**src/rtl/arbitro_sumador_pkg.sv**
```systemverilog
// Shared widths and FSM encoding for the two-requester arbiter with a
// 4-bit adder datapath; imported by the RTL and the bench.
package arbitro_sumador_pkg;

    localparam int unsigned OP_W  = 4;
    localparam int unsigned CNT_W = 8;

    typedef enum logic [1:0] {
        LIBRE   = 2'd0,
        CALCULO = 2'd1,
        ESPERA  = 2'd2
    } estado_t;

endpackage

```
**src/rtl/arbitro_sumador_sumador.sv**
```systemverilog
// Combinational modulo-2^OP_W adder; the carry out is dropped by truncation.
module arbitro_sumador_sumador
    import arbitro_sumador_pkg::*;
(
    input  logic [OP_W-1:0] a,
    input  logic [OP_W-1:0] b,
    output logic [OP_W-1:0] res
);

    assign res = a + b;

endmodule

```
**src/rtl/arbitro_sumador.sv**
```systemverilog
// Two-requester round-robin arbiter: latches the winner's operands, adds them
// and holds grant/done until the winner drops its request.
module arbitro_sumador
    import arbitro_sumador_pkg::*;
#(
    parameter logic PRIO_INICIAL = 1'b0
) (
    input  logic              clk,
    input  logic              rst,
    input  logic              req0,
    input  logic [OP_W-1:0]   a0,
    input  logic [OP_W-1:0]   b0,
    input  logic              req1,
    input  logic [OP_W-1:0]   a1,
    input  logic [OP_W-1:0]   b1,
    output logic              gnt0,
    output logic              gnt1,
    output logic              done0,
    output logic              done1,
    output logic [OP_W-1:0]   res,
    output logic [CNT_W-1:0]  cuenta
);

    estado_t            estado_q, estado_d;
    logic               gnt0_q, gnt0_d;
    logic               gnt1_q, gnt1_d;
    logic               done0_q, done0_d;
    logic               done1_q, done1_d;
    logic [OP_W-1:0]    res_q, res_d;
    logic [CNT_W-1:0]   cuenta_q, cuenta_d;
    logic               prio_q, prio_d;    // 1: requester 1 wins a tie
    logic [OP_W-1:0]    op_a_q, op_a_d;
    logic [OP_W-1:0]    op_b_q, op_b_d;
    logic [OP_W-1:0]    suma;

    arbitro_sumador_sumador u_sumador (
        .a   (op_a_q),
        .b   (op_b_q),
        .res (suma)
    );

    always_comb begin
        estado_d = estado_q;
        gnt0_d   = gnt0_q;
        gnt1_d   = gnt1_q;
        done0_d  = done0_q;
        done1_d  = done1_q;
        res_d    = res_q;
        cuenta_d = cuenta_q;
        prio_d   = prio_q;
        op_a_d   = op_a_q;
        op_b_d   = op_b_q;

        case (estado_q)
            LIBRE: begin
                if (req0 && (!req1 || !prio_q)) begin
                    gnt0_d   = 1'b1;
                    op_a_d   = a0;
                    op_b_d   = b0;
                    estado_d = CALCULO;
                end else if (req1) begin
                    gnt1_d   = 1'b1;
                    op_a_d   = a1;
                    op_b_d   = b1;
                    estado_d = CALCULO;
                end
            end
            CALCULO: begin
                res_d    = suma;
                done0_d  = gnt0_q;
                done1_d  = gnt1_q;
                estado_d = ESPERA;
            end
            ESPERA: begin
                // Leave only once the winner has released its request.
                if ((gnt0_q && !req0) || (gnt1_q && !req1)) begin
                    gnt0_d   = 1'b0;
                    gnt1_d   = 1'b0;
                    done0_d  = 1'b0;
                    done1_d  = 1'b0;
                    prio_d   = gnt0_q;
                    cuenta_d = cuenta_q + CNT_W'(1);
                    estado_d = LIBRE;
                end
            end
            default: begin
                gnt0_d   = 1'b0;
                gnt1_d   = 1'b0;
                done0_d  = 1'b0;
                done1_d  = 1'b0;
                estado_d = LIBRE;
            end
        endcase
    end

    always_ff @(posedge clk) begin
        if (rst) begin
            estado_q <= LIBRE;
            gnt0_q   <= 1'b0;
            gnt1_q   <= 1'b0;
            done0_q  <= 1'b0;
            done1_q  <= 1'b0;
            res_q    <= '0;
            cuenta_q <= '0;
            prio_q   <= PRIO_INICIAL;
            op_a_q   <= '0;
            op_b_q   <= '0;
        end else begin
            estado_q <= estado_d;
            gnt0_q   <= gnt0_d;
            gnt1_q   <= gnt1_d;
            done0_q  <= done0_d;
            done1_q  <= done1_d;
            res_q    <= res_d;
            cuenta_q <= cuenta_d;
            prio_q   <= prio_d;
            op_a_q   <= op_a_d;
            op_b_q   <= op_b_d;
        end
    end

    assign gnt0   = gnt0_q;
    assign gnt1   = gnt1_q;
    assign done0  = done0_q;
    assign done1  = done1_q;
    assign res    = res_q;
    assign cuenta = cuenta_q;

endmodule
```
**config.mk**
```make
export PLATFORM = sky130hd
export DESIGN_NAME = arbitro_sumador
export DESIGN_NICKNAME = d
export VERILOG_FILES = /design/src/rtl/arbitro_sumador_pkg.sv /design/src/rtl/arbitro_sumador_sumador.sv /design/src/rtl/arbitro_sumador.sv
export SDC_FILE = /design/constraint.sdc
export NUM_CORES = 1
export LEC_CHECK = 0
export CORE_MARGIN = 2
export CORE_UTILIZATION = 43
export DETAILED_ROUTE_END_ITERATION = 16
export PLACE_DENSITY = 0.75
export SETUP_SLACK_MARGIN = 0.02
export SLEW_MARGIN = 0
export SYNTH_ARGS = -nofsm -noshare
export SYNTH_HDL_FRONTEND = slang
export SYNTH_HIERARCHICAL = 1
export SYNTH_SLANG_ARGS = --single-unit
```
**constraint.sdc**
```tcl
create_clock -name clk -period 1.3 [get_ports clk]
set_input_delay 0.325 -clock clk [delete_from_list [all_inputs] [get_ports clk]]
set_output_delay 0.325 -clock clk [all_outputs]
set_load 0.1 [all_outputs]
```
==> flow_metrics.py <==
metrics = {
    "run_status": {
        "status": "finished with violations",
        "violations": "negative setup slack",
    },
    "clocking": {
        "ctsHoldBuffers": 0,
        "cts-buffers-inserted": 3,
        "clockBufferDepth": 2,
        "htreeDepth": 1,
        "clk_latency_ps": 330,
        "cts_tree": "yes",
        "cts-root-buf": "clkbuf_4",
        "clk_pin_slew_worst_paths_ps": 150,
        "cts.sinks": 27,
    },
    "layout": {
        "nets": 233,
        "area_growth_pct": 69.3,
        "drive_gt1_frac": 0.440,
        "diodes": 0,
    },
    "synth": {
        "yosys-top-cells-area": "dfxtp_1 (40%), nor2_1 (7.5%), mux2i_1 (5.9%)",
        "ys_warn_count": 6,
        "synth.distinct_cells": 36,
        "netlist_top_cells_count": "dfxtp_1 (27), nor2_1 (27), nand2_1 (17)",
        "syn_nets": 170,
        "synthCells": 145,
        "synth_edf_count": 0,
        "async_flop_share": 0,
        "yosysTopAreaCell": "dfxtp_1",
        "synth_ff_type": "dfxtp_1",
        "syn_area_per_cell_um2": 9.30,
        "synth.top_cell.area_share": 0.401,
        "synth_area_mm2": 0.00135,
        "ys_ff_latch": 27,
        "yosysSeqAreaShare": 0.401,
    },
    "power_and_ir_drop": {
        "fin_total_pwr_w": 0.00212,
        "power.density_mw_per_mm2": 927,
        "vdd_drop_max_mv": 0.735,
        "leakage_nw": 0.926,
    },
    "critical_path": {
        "r2r-start": "estado_q[0]",
        "critPathRequiredTime_ps": 1540,
        "reg2reg_setup_slack_ps": -30,
        "critPathKind": "flip-flop to flip-flop",
        "r2r-end": "cuenta[6]",
        "cp-start-kind": "flip-flop",
        "end_kind": "flip-flop",
        "cp_max_fo": 6,
        "ff2ff_path_depth": 4,
        "critPathArrivalTime_ps": 1570,
    },
    "detailed_routing": {
        "dr.pass1.iters": 4,
        "ant_nets": 0,
        "dr_wl_met2_um": 1890,
        "drc": 0,
        "viasPerCell": 5.16,
        "drt-total-wl_um": 3640,
        "drt_iter0_drc": 26,
        "wl_met3_um": 111,
        "wl_met1_um": 1610,
        "routed.top_layer": "met4",
        "vias": 1296,
        "wire_per_inst_um": 14.5,
    },
    "global_route": {
        "grt_pass1_wl_um": 5520,
        "grt_overflow": 0,
        "grt_usage": 0.202,
        "antenna_found_initial": 0,
        "grt_max_degree": 17,
        "grt_pass1_vias": 1215,
    },
    "sta": {
        "timing.hold.ws_ps": 529,
        "rsz0062_at_grt": "yes",
        "timing.final.hold_violations": 0,
        "fmax_ghz": 0.751,
        "worstMarginPinSlew_ps": 349,
        "fin_skew_ps": 2.46,
        "fin_crit_sh": 1.02,
        "maxSlewViolCount": 0,
        "setup_slack_ps": -31.0,
        "slew_headroom": 0.767,
        "setup_viol": 8,
        "period_minus_slack_ps": 1330,
    },
    "floorplanning": {
        "die_w_um": 60.0,
        "io_pins": 36,
        "initial_core_util": 0.445,
        "num_rows": 20,
        "coreArea_mm2": 0.00303,
        "chipHeight_um": 60.0,
        "dieArea_mm2": 0.00360,
    },
    "hold_path": {
        "min_from": "op_b_q[3]",
        "hold_depth": 2,
        "min_path_type": "flip-flop to flip-flop",
        "holdPathEnd": "op_b_q[3]",
    },
    "placed_design": {
        "dpl.hpwl_um": 2480,
        "port_buffers": 35,
        "gp_congestion": 0.788,
    },
    "run": {
        "cap_violations": 0,
    },
}
-- layout make-up --
type	count	area (µm²)
Sequential cell	27	588
Inverter	2	7.51
Clock buffer	3	22.5
Tap cell	44	55.1
Clock inverter	1	5.00
Multi-Input combinational cell	108	816
Fill cell	197	744
Timing Repair Buffer	66	790
-- worst max path at each step --
stage / start / end / cells after the start
after CTS: gnt0 / gnt0 / 2
final: estado_q[0] / cuenta[6] / 4
after floorplan: gnt1 / cuenta[6] / 4
after global routing: gnt0 / cuenta[6] / 4
after global placement: req0 / cuenta[5] / 5
after detailed placement: req0 / cuenta[6] / 5
-- where the power goes --
part / internal (W) / switching, W
sequential: 0.000887 / 0.0000613
clock: 0.000116 / 0.000262
combinational: 0.000380 / 0.000410
total: 0.00138 / 0.000733
-- sequential cells by signal (all words and copies together) (netlist names) --
| name | flops |
|---|---|
| cuenta | 8 |
| done0 | 1 |
| done1 | 1 |
| estado_q | 2 |
| gnt0 | 1 |
| gnt1 | 1 |
| op_a_q | 4 |
| op_b_q | 4 |
| prio_q | 1 |
| res | 4 |
-- stage by stage --
step	instance area (µm²)	setup WS (ps)	setup TNS (ps)	utilization	std cells
5_1_grt	2280	-88.1	-672	0.754	251
3_3_place_gp	2080	-456	-7330	0.688	236
2_1_floorplan	1400	-195	-764	-	145
4_1_cts	2210	-28.3	-118	0.729	246
3_5_place_dp	2080	-529	-8580	0.688	236
6_report	2280	-31.0	-131	0.754	251
-- logic make-up (layout without fill, tap and decap cells) --
family	count (synthesis)	after routing	synth area share
DFF	27	27	0.401
xor gates and xnor gates	7	7	0.0455
buffers and inverters	10	72	0.0399
AOI/OAI and AO/OA	23	23	0.146
muxes	11	11	0.0844
adders and majority gates	5	5	0.0520
and+or+nand+nor	62	62	0.232
-- layout by cell type (no fill, tap or decap), types with 6 or more instances in the layout --
master / count
buf_4: 24
a21oi_1: 6
a311oi_1: 8
clkdlybuf4s50_1: 17
nor2_1: 27
dfxtp_2: 14
nand2_1: 17
buf_12: 17
dfxtp_4: 8
mux2i_1: 8
-- worst max-delay path, stage by stage (launching register included) --
cell      delay, ps
dfxtp_2         350
nand2b_4        170
a211oi_4        250
nand4_1         160
mux2_4          320
-- repair_timing --
item | CTS | global route
gates cloned | 0 | 1
resized for setup | 16 | 10
buffers inserted | 6 | 4
pin swaps | 9 | 11
endpoints found under the setup margin | 24 | 26
-- routing by layer --
layer	vias up	GRT usage
met5	-	0
met4	0	0.0698
met3	4	0.0238
met2	34	0.335
met1	630	0.269
li1	628	-
Note: power is estimated with default switching activity, not from simulation.
